File: src/rtl/button_pkg.sv
// Shared types and 12 MHz timing defaults for the push-button conditioning chain.
package button_pkg;

    typedef enum logic [1:0] {
        StIdle       = 2'd0,
        StArmPress   = 2'd1,
        StPressed    = 2'd2,
        StArmRelease = 2'd3
    } btn_state_t;

    localparam int unsigned DEB_10MS = 120000;
    localparam int unsigned HOLD_1S  = 12000000;

    // Width able to hold the value n itself, never less than one bit.
    function automatic int unsigned cnt_width(input int unsigned n);
        int unsigned w;
        w = $clog2(n + 1);
        return (w == 0) ? 1 : w;
    endfunction

endpackage

File: src/rtl/sync_2ff.sv
// Two-flop synchronizer for an asynchronous pad input; reset loads RESET_VAL.
module sync_2ff #(
    parameter bit RESET_VAL = 1'b0
) (
    input  logic clk,
    input  logic rst,
    input  logic d,
    output logic q
);

    logic meta_q;
    logic sync_q;

    always_ff @(posedge clk) begin
        if (rst) begin
            meta_q <= RESET_VAL;
            sync_q <= RESET_VAL;
        end else begin
            meta_q <= d;
            sync_q <= meta_q;
        end
    end

    assign q = sync_q;

endmodule

File: src/rtl/button_debounce.sv
// Push-button conditioner: synchronizer, debounce counter and 4-state FSM producing level/strobes.
// Long-press detection is built only when BUTTON_DEBOUNCE_LONG_PRESS_EN is defined.
module button_debounce
    import button_pkg::*;
#(
    parameter int unsigned DEBOUNCE_CYCLES = DEB_10MS,
    parameter int unsigned LONG_CYCLES     = HOLD_1S,
    parameter bit          ACTIVE_LOW      = 1'b1,
    parameter int unsigned CNT_W           = 4
) (
    input  logic             clk,
    input  logic             rst,
    input  logic             btn_raw,
    output logic             level_o,
    output logic             press_o,
    output logic             release_o,
    output logic             long_o,
    output logic [CNT_W-1:0] press_count
);

    localparam int unsigned   CW      = cnt_width(LONG_CYCLES);
    localparam logic [CW-1:0] DEB_MAX = CW'(DEBOUNCE_CYCLES);

    logic s_sync;
    logic s_act;

    btn_state_t state_q, state_d;
    logic [CW-1:0] db_cnt_q, db_cnt_d;
    logic level_q, level_d;
    logic press_q, press_d;
    logic release_q, release_d;
    logic [CNT_W-1:0] count_q, count_d;

    // Reset value is the idle pad level so no phantom press appears after reset.
    sync_2ff #(
        .RESET_VAL(ACTIVE_LOW)
    ) u_sync (
        .clk(clk),
        .rst(rst),
        .d  (btn_raw),
        .q  (s_sync)
    );

    assign s_act = s_sync ^ ACTIVE_LOW;

`ifdef BUTTON_DEBOUNCE_LONG_PRESS_EN
    localparam logic [CW-1:0] LONG_MAX = CW'(LONG_CYCLES);
    localparam logic [CW-1:0] LONG_PRE = CW'(LONG_CYCLES - 1);

    logic [CW-1:0] hold_cnt_q, hold_cnt_d;
    logic long_q, long_d;

    always_ff @(posedge clk) begin
        if (rst) begin
            hold_cnt_q <= '0;
            long_q     <= 1'b0;
        end else begin
            hold_cnt_q <= hold_cnt_d;
            long_q     <= long_d;
        end
    end

    // Saturating hold counter; frozen outside PRESSED so a bounce cannot re-arm long_o.
    always_comb begin
        hold_cnt_d = hold_cnt_q;
        long_d     = 1'b0;
        if (press_d) begin
            hold_cnt_d = '0;
        end else if (state_q == StPressed && hold_cnt_q != LONG_MAX) begin
            hold_cnt_d = hold_cnt_q + CW'(1);
            long_d     = (hold_cnt_q == LONG_PRE);
        end
    end

    assign long_o = long_q;
`else
    assign long_o = 1'b0;
`endif

    // State register
    always_ff @(posedge clk) begin
        if (rst) begin
            state_q   <= StIdle;
            db_cnt_q  <= '0;
            level_q   <= 1'b0;
            press_q   <= 1'b0;
            release_q <= 1'b0;
            count_q   <= '0;
        end else begin
            state_q   <= state_d;
            db_cnt_q  <= db_cnt_d;
            level_q   <= level_d;
            press_q   <= press_d;
            release_q <= release_d;
            count_q   <= count_d;
        end
    end

    // Next-state and debounce counter
    always_comb begin
        state_d  = state_q;
        db_cnt_d = db_cnt_q;
        unique case (state_q)
            StIdle: begin
                if (s_act) begin
                    state_d  = StArmPress;
                    db_cnt_d = CW'(1);
                end
            end
            StArmPress: begin
                if (!s_act) begin
                    state_d = StIdle;
                end else if (db_cnt_q == DEB_MAX) begin
                    state_d = StPressed;
                end else begin
                    db_cnt_d = db_cnt_q + CW'(1);
                end
            end
            StPressed: begin
                if (!s_act) begin
                    state_d  = StArmRelease;
                    db_cnt_d = CW'(1);
                end
            end
            StArmRelease: begin
                if (s_act) begin
                    state_d = StPressed;
                end else if (db_cnt_q == DEB_MAX) begin
                    state_d = StIdle;
                end else begin
                    db_cnt_d = db_cnt_q + CW'(1);
                end
            end
            default: begin
                state_d = StIdle;
            end
        endcase
    end

    // Strobe, level and press-count next values
    always_comb begin
        press_d   = (state_q == StArmPress) && s_act && (db_cnt_q == DEB_MAX);
        release_d = (state_q == StArmRelease) && !s_act && (db_cnt_q == DEB_MAX);
        level_d   = level_q;
        if (press_d) begin
            level_d = 1'b1;
        end else if (release_d) begin
            level_d = 1'b0;
        end
        count_d = count_q + CNT_W'(press_d);
    end

    assign level_o     = level_q;
    assign press_o     = press_q;
    assign release_o   = release_q;
    assign press_count = count_q;

endmodule
File: config.mk
export PLATFORM = sky130hd
export DESIGN_NAME = button_debounce
export DESIGN_NICKNAME = d
export VERILOG_FILES = /design/src/rtl/button_pkg.sv /design/src/rtl/sync_2ff.sv /design/src/rtl/button_debounce.sv
export SDC_FILE = /design/constraint.sdc
export NUM_CORES = 1
export LEC_CHECK = 0
export ABC_AREA = 1
export BUFFER_PORTS_ARGS = -buffer_cell sky130_fd_sc_hd__buf_4
export CAP_MARGIN = 15
export CORE_MARGIN = 1.5
export CORE_UTILIZATION = 52
export DETAILED_ROUTE_END_ITERATION = 10
export PLACE_DENSITY_LB_ADDON = 0.05
export SYNTH_ARGS = -nofsm -noshare
export SYNTH_HDL_FRONTEND = slang
export SYNTH_SLANG_ARGS = --single-unit
export TNS_END_PERCENT = 30
File: constraint.sdc
create_clock -name clk -period 1.7 [get_ports clk]
set_input_delay 0.255 -clock clk [delete_from_list [all_inputs] [get_ports clk]]
set_output_delay 0.255 -clock clk [all_outputs]
set_load 0.02 [all_outputs]
# Word-level counts from Yosys, hierarchy flattened
# Cells that the tools add are included.
# totals
out_inout_bits	8
reg_bits	35
input_bits	3
wordCells	44
# op_classes
bitwise_logic	1
eq_ne	10
addsub	2
reduce_logical	8
muxes	15
# op_table
op	count
two-way mux 24 bit	5
case mux 24 bit (4 select lines)	1
adder 24 x 1 -> 24 bit, second input constant	1
== test 24 x 17 -> 1 bit, second input constant	1
two-way mux 2 bit	6
case mux 2 bit (4 select lines)	1
AND reduction 4 bit	2
adder 4 x 1 -> 4 bit	1
== test 2 bit, second input constant	2
logical AND 1 bit	4
inequality test 2 x 1 -> 1 bit, second input constant	2
inequality test 2 bit, second input constant	2
inequality test 3 x 2 -> 1 bit, second input constant	1
inequality test 3 bit, second input constant	1
== test 2 x 1 -> 1 bit, second input constant	1
logical NOT 2 bit	1
two-way mux 1 bit	2
nonzero test 2 bit	1
inverter 1 bit	1

# Depth between registers and ports, before layout
# depth
ltp_word	5
ltp_mapped	13
ltp_nobuf	12

# Modules after synthesis
# From an unflattened synthesis, not the netlist that was laid out.
# unflattened
cells_unflattened	318
hier_area_um2	2011.9
# modules_own_cells
module	seq_area_each_um2	area_per_inst_um2	cells_each	n_inst
button_debounce	660.6	1953.1	311	1
sync_2ff	40.0	58.8	7	1

# Worst setup path after synthesis
# No wires, ideal clock.
# synth_timing
path_kind	reg2reg
start	register db_cnt_q[0]
end	register count_q[2], in the netlist press_count[2]
n_path_buf	0
stages_incl_launch_ff	13
arrival_ns	1.544
setup_time_ns	0.128
path_slack_ns	0.028
synth_period_minus_slack_ns	1.672
path_cell_list	dfxtp_1 -> inv_1 -> ha_1 -> inv_1 -> nor2_1 -> nand2_1 -> nor2_1 -> nand4_1 -> nor2_1 -> ha_1 -> ha_1 -> xnor2_1 -> nor2_1
# synth_via
elab_chain_len	3
# synth_lines
element	line	source
start, declared	button_debounce.sv:28	logic [CW-1:0] db_cnt_q, db_cnt_d;
start signal, assigned	button_debounce.sv:91	db_cnt_q <= db_cnt_d;
== test 24 x 17 -> 1 bit	button_debounce.sv:142	press_d = (state_q == StArmPress) && s_act && (db_cnt_q == DEB_MAX);
logical AND 1 bit	button_debounce.sv:142	
adder 4 x 1 -> 4 bit	button_debounce.sv:150	count_d = count_q + CNT_W'(press_d);
end signal, assigned	button_debounce.sv:95	count_q <= count_d;
end, declared	button_debounce.sv:32	logic [CNT_W-1:0] count_q, count_d;
# No other way between the ends.
# A chain may end at the register's enable or synchronous reset.

# Worst setup path in the final report
# layout_timing
start	register db_cnt_q[1]
end	register count_q[3], in the netlist press_count[3]
# Same word-level chain as after synthesis.

==> summary.txt <==
CTS
  – CTS Root Cell: clkbuf_8
  – CTS clk-pin slew, worst paths: 0.07 ns
  – CTS tree: yes
  – Clk_lat worst skew: between 0.2 and 0.3 ns
  – Htree depth: 2
  – Clock Sink Count: 35
  – CTS buffer count: 5
  – CTS max path bufs: 2

Logic synthesis
  – Cell variety after synth: 28
  – Synth Warn #: 0
  – Mapped Area: around 2100 µm²
  – Number of synthesized flops with an enable pin: 0
  – Count leader, synth: nand2_1
  – Yosys top cell area share: 0.3353
  – Sequential share of the synthesized area: 0.3353
  – Most common library cells after synthesis: 86 x nand2_1, 84 x nor2_1, 38 x inv_1
  – Mean cell area of the mapped netlist: slightly above 6 µm²
  – Leading area contributor after synthesis: dfxtp_1
  – #FFs+latches synth: 35
  – Area contributors post-synth: dfxtp_1 34%, nand2_1 15%, nor2_1 15%, nand3_1 7.2%, inv_1 6.8%
  – Post-Synthesis Cells: ~340
  – Top_reg_cell synth: dfxtp_1
  – Async set-reset flop share out of synthesis: 0
  – Syn_nets: between 300 and 400

Worst setup path
  – Crit path kind: flop to flop
  – Critical Path End: press_count[3]
  – Reg-to-Reg Start: db_cnt_q[1]
  – CP max FO: 2
  – Worst EP arrival: 1.90 ns
  – Reg2Reg Depth: 12
  – R2R Setup Slk: -0.02 ns
  – Crit start category: flop
  – Critical path required time: 1.88 ns
  – Reg2reg end: press_count[3]
  – Setup crit start: db_cnt_q[1]
  – CP endpoint kind: flop

Floorplan
  – Core ar.: roughly 3800 µm²
  – Row count: 22
  – Initial core utilization: 0.5541
  – DIE WIDTH: 66.39 µm
  – I/O Pins: 11
  – Die ar.: around 4400 µm²
  – Die Y: between 60 and 70 µm

Placed design
  – Detail Placement HPWL: between 3000 and 4000 µm
  – Pre-CTS WS: -0.06413 ns
  – Input/output buffers: 9
  – Inst Count DP: between 400 and 500
  – Area post-placement: about 2300 µm²
  – Final GP Congestion: around 0.94

Cells and area
  – Post-route cell area: roughly 2600 µm²
  – Ant. Diodes: 0
  – Nets@finish: 375
  – # fillers: 349
  – Share of cells above drive strength 1: 0.2304
  – Layout Area Growth over Synthesis: 23.05%
  – Final cell count without fillers: ~420

Detailed routing
  – Vias per std cell: between 4 and 5
  – Drt pass-1 iters: 5
  – Final WL: about 4700 µm
  – DRT iter0 DRCs: around 120
  – Detailed-route via count: about 2,000
  – WL/cell: around 11 µm
  – ANT nets after route: 0
  – DRC Markers: 0

Global routing
  – Grt total ovfl: 0
  – Antenna violations before repair: 0
  – Total GRT Usage: 0.2414
  – Pin count of the biggest net entering global routing: 22
  – Global-route wire length before repair: 8045 µm
  – Vias in the first global route: 1,865

Power and ir drop
  – Leak Pwr: 1.090 nW
  – Cell area power density: about 600 nW/µm²
  – Overall Power: approximately 1.6 mW
  – VDD IR max: ~0.46 mV

Timing
  – FMAX: ~580 MHz
  – Final period util: 1.012
  – Clock Skews: 0.009815 ns
  – Hold WS: about 0.15 ns
  – Period minus WS final: 1.720 ns
  – RSZ-0062 raised after global routing: true
  – Final setup violation count: 2
  – Setup WS post-layout: -0.01975 ns
  – Final hold vios: 0
  – Max-slew violations: 0

Job
  – Max Cap Violations: 0

Outcome
  – Outcome: finished, violations left
  – Failing checks: setup timing

Hold path
  – Hold_sp: btn_raw
  – Worst Hold Class: input port to flop
==> per-stage QoR <==
stage	util	TNS, ns
2_1_floorplan	-	0
4_1_cts	0.6573	-0.1151
6_report	0.6818	-0.03905
3_3_place_gp	0.6231	0
3_5_place_dp	0.6231	-0.07685
5_1_grt	0.6818	-1.116
==> registers in the layout (all words and copies together), names as in the netlist, named ones only <==
name	flops
db_cnt_q	24
press_count	4
state_q	1
u_sync.q	1
level_o	1
press_o	1
u_sync.meta_q	1
release_o	1
==> metal layers <==
layer  global-route usage  wire (µm)
met3              0.03578        153
met4               0.1199         99
met5                    0          0
met2               0.3913       2279
met1               0.3106       2211
==> logic make-up after synthesis <==
logic type	count (synthesis)	share of synthesized area
adder cells (fa/ha/maj)	4	0.02395
buffers and inverters	52	0.1078
other	1	0.001795
XOR/XNOR	6	0.03414
AND/OR/NAND/NOR	225	0.4617
AO/OA/AOI/OAI	12	0.03533
flip-flops	35	0.3353
==> cell type report <==
class / count / area, µm² / area share
multi-input cells: 248 / 1260 / 0.4900
flip-flops and latches: 35 / 703.2 / 0.2735
well taps: 48 / 60.06 / 0.02336
repair buffers: 36 / 286.5 / 0.1114
inverters: 42 / 161.4 / 0.06277
clock buffers: 8 / 100.1 / 0.03893
==> what timing repair did <==
action | CTS | global route
hold buffers | 0 | 0
pin swaps | 3 | 10
setup endpoints to repair | 2 | 30
setup buffers | 1 | 2
gates resized for setup | 5 | 28
==> how the worst min path moves through the flow <==
stage               cells past startpoint             to  slack [ns]
detailed placement                      1       u_sync.q        0.42
finish                                  2  u_sync.meta_q        0.15
global route                            2  u_sync.meta_q        0.14
global placement                        1       u_sync.q        0.40
CTS                                     2  u_sync.meta_q        0.15
floorplan                               1  u_sync.meta_q        0.36
==> cell usage in the layout (no fill, tap or decap), types with 2 or more instances in the layout <==
master     n
a21oi_1    7
nor2_1    80
buf_4     34
nor2_2     6
inv_2      6
clkinv_1   2
ha_2       2
nand2_1   78
nand3_1   29
ha_4       2
dfxtp_2    2
a21oi_2    3
nand3_2    3
or2_2      2
nand2_2    8
inv_1     33
dfxtp_1   33
nand4_1    9
nor3_1     4
xor2_1     3
nor3b_1    2
clkbuf_8   7
==> report_power, final <==
group	leakage, nW	internal, mW	switching [mW]	total, mW
logic	0.755	0.0249	0.0455	0.0704
clock network	0.0515	0.370	0.300	0.670
registers	0.283	0.824	0.00290	0.827
total	1.09	1.22	0.349	1.57
==> worst max-delay path, cell delays in order, from the launching register on <==
cell	delay (ns)
dfxtp_2	0.32
inv_2	0.06
ha_4	0.13
inv_2	0.03
nor2_1	0.08
nand2_1	0.06
nor2_2	0.13
nand4_1	0.12
nor2_1	0.15
ha_2	0.22
nand3_1	0.10
xor2_1	0.15
nor2_1	0.05
Power figures use the tool's default switching activity.
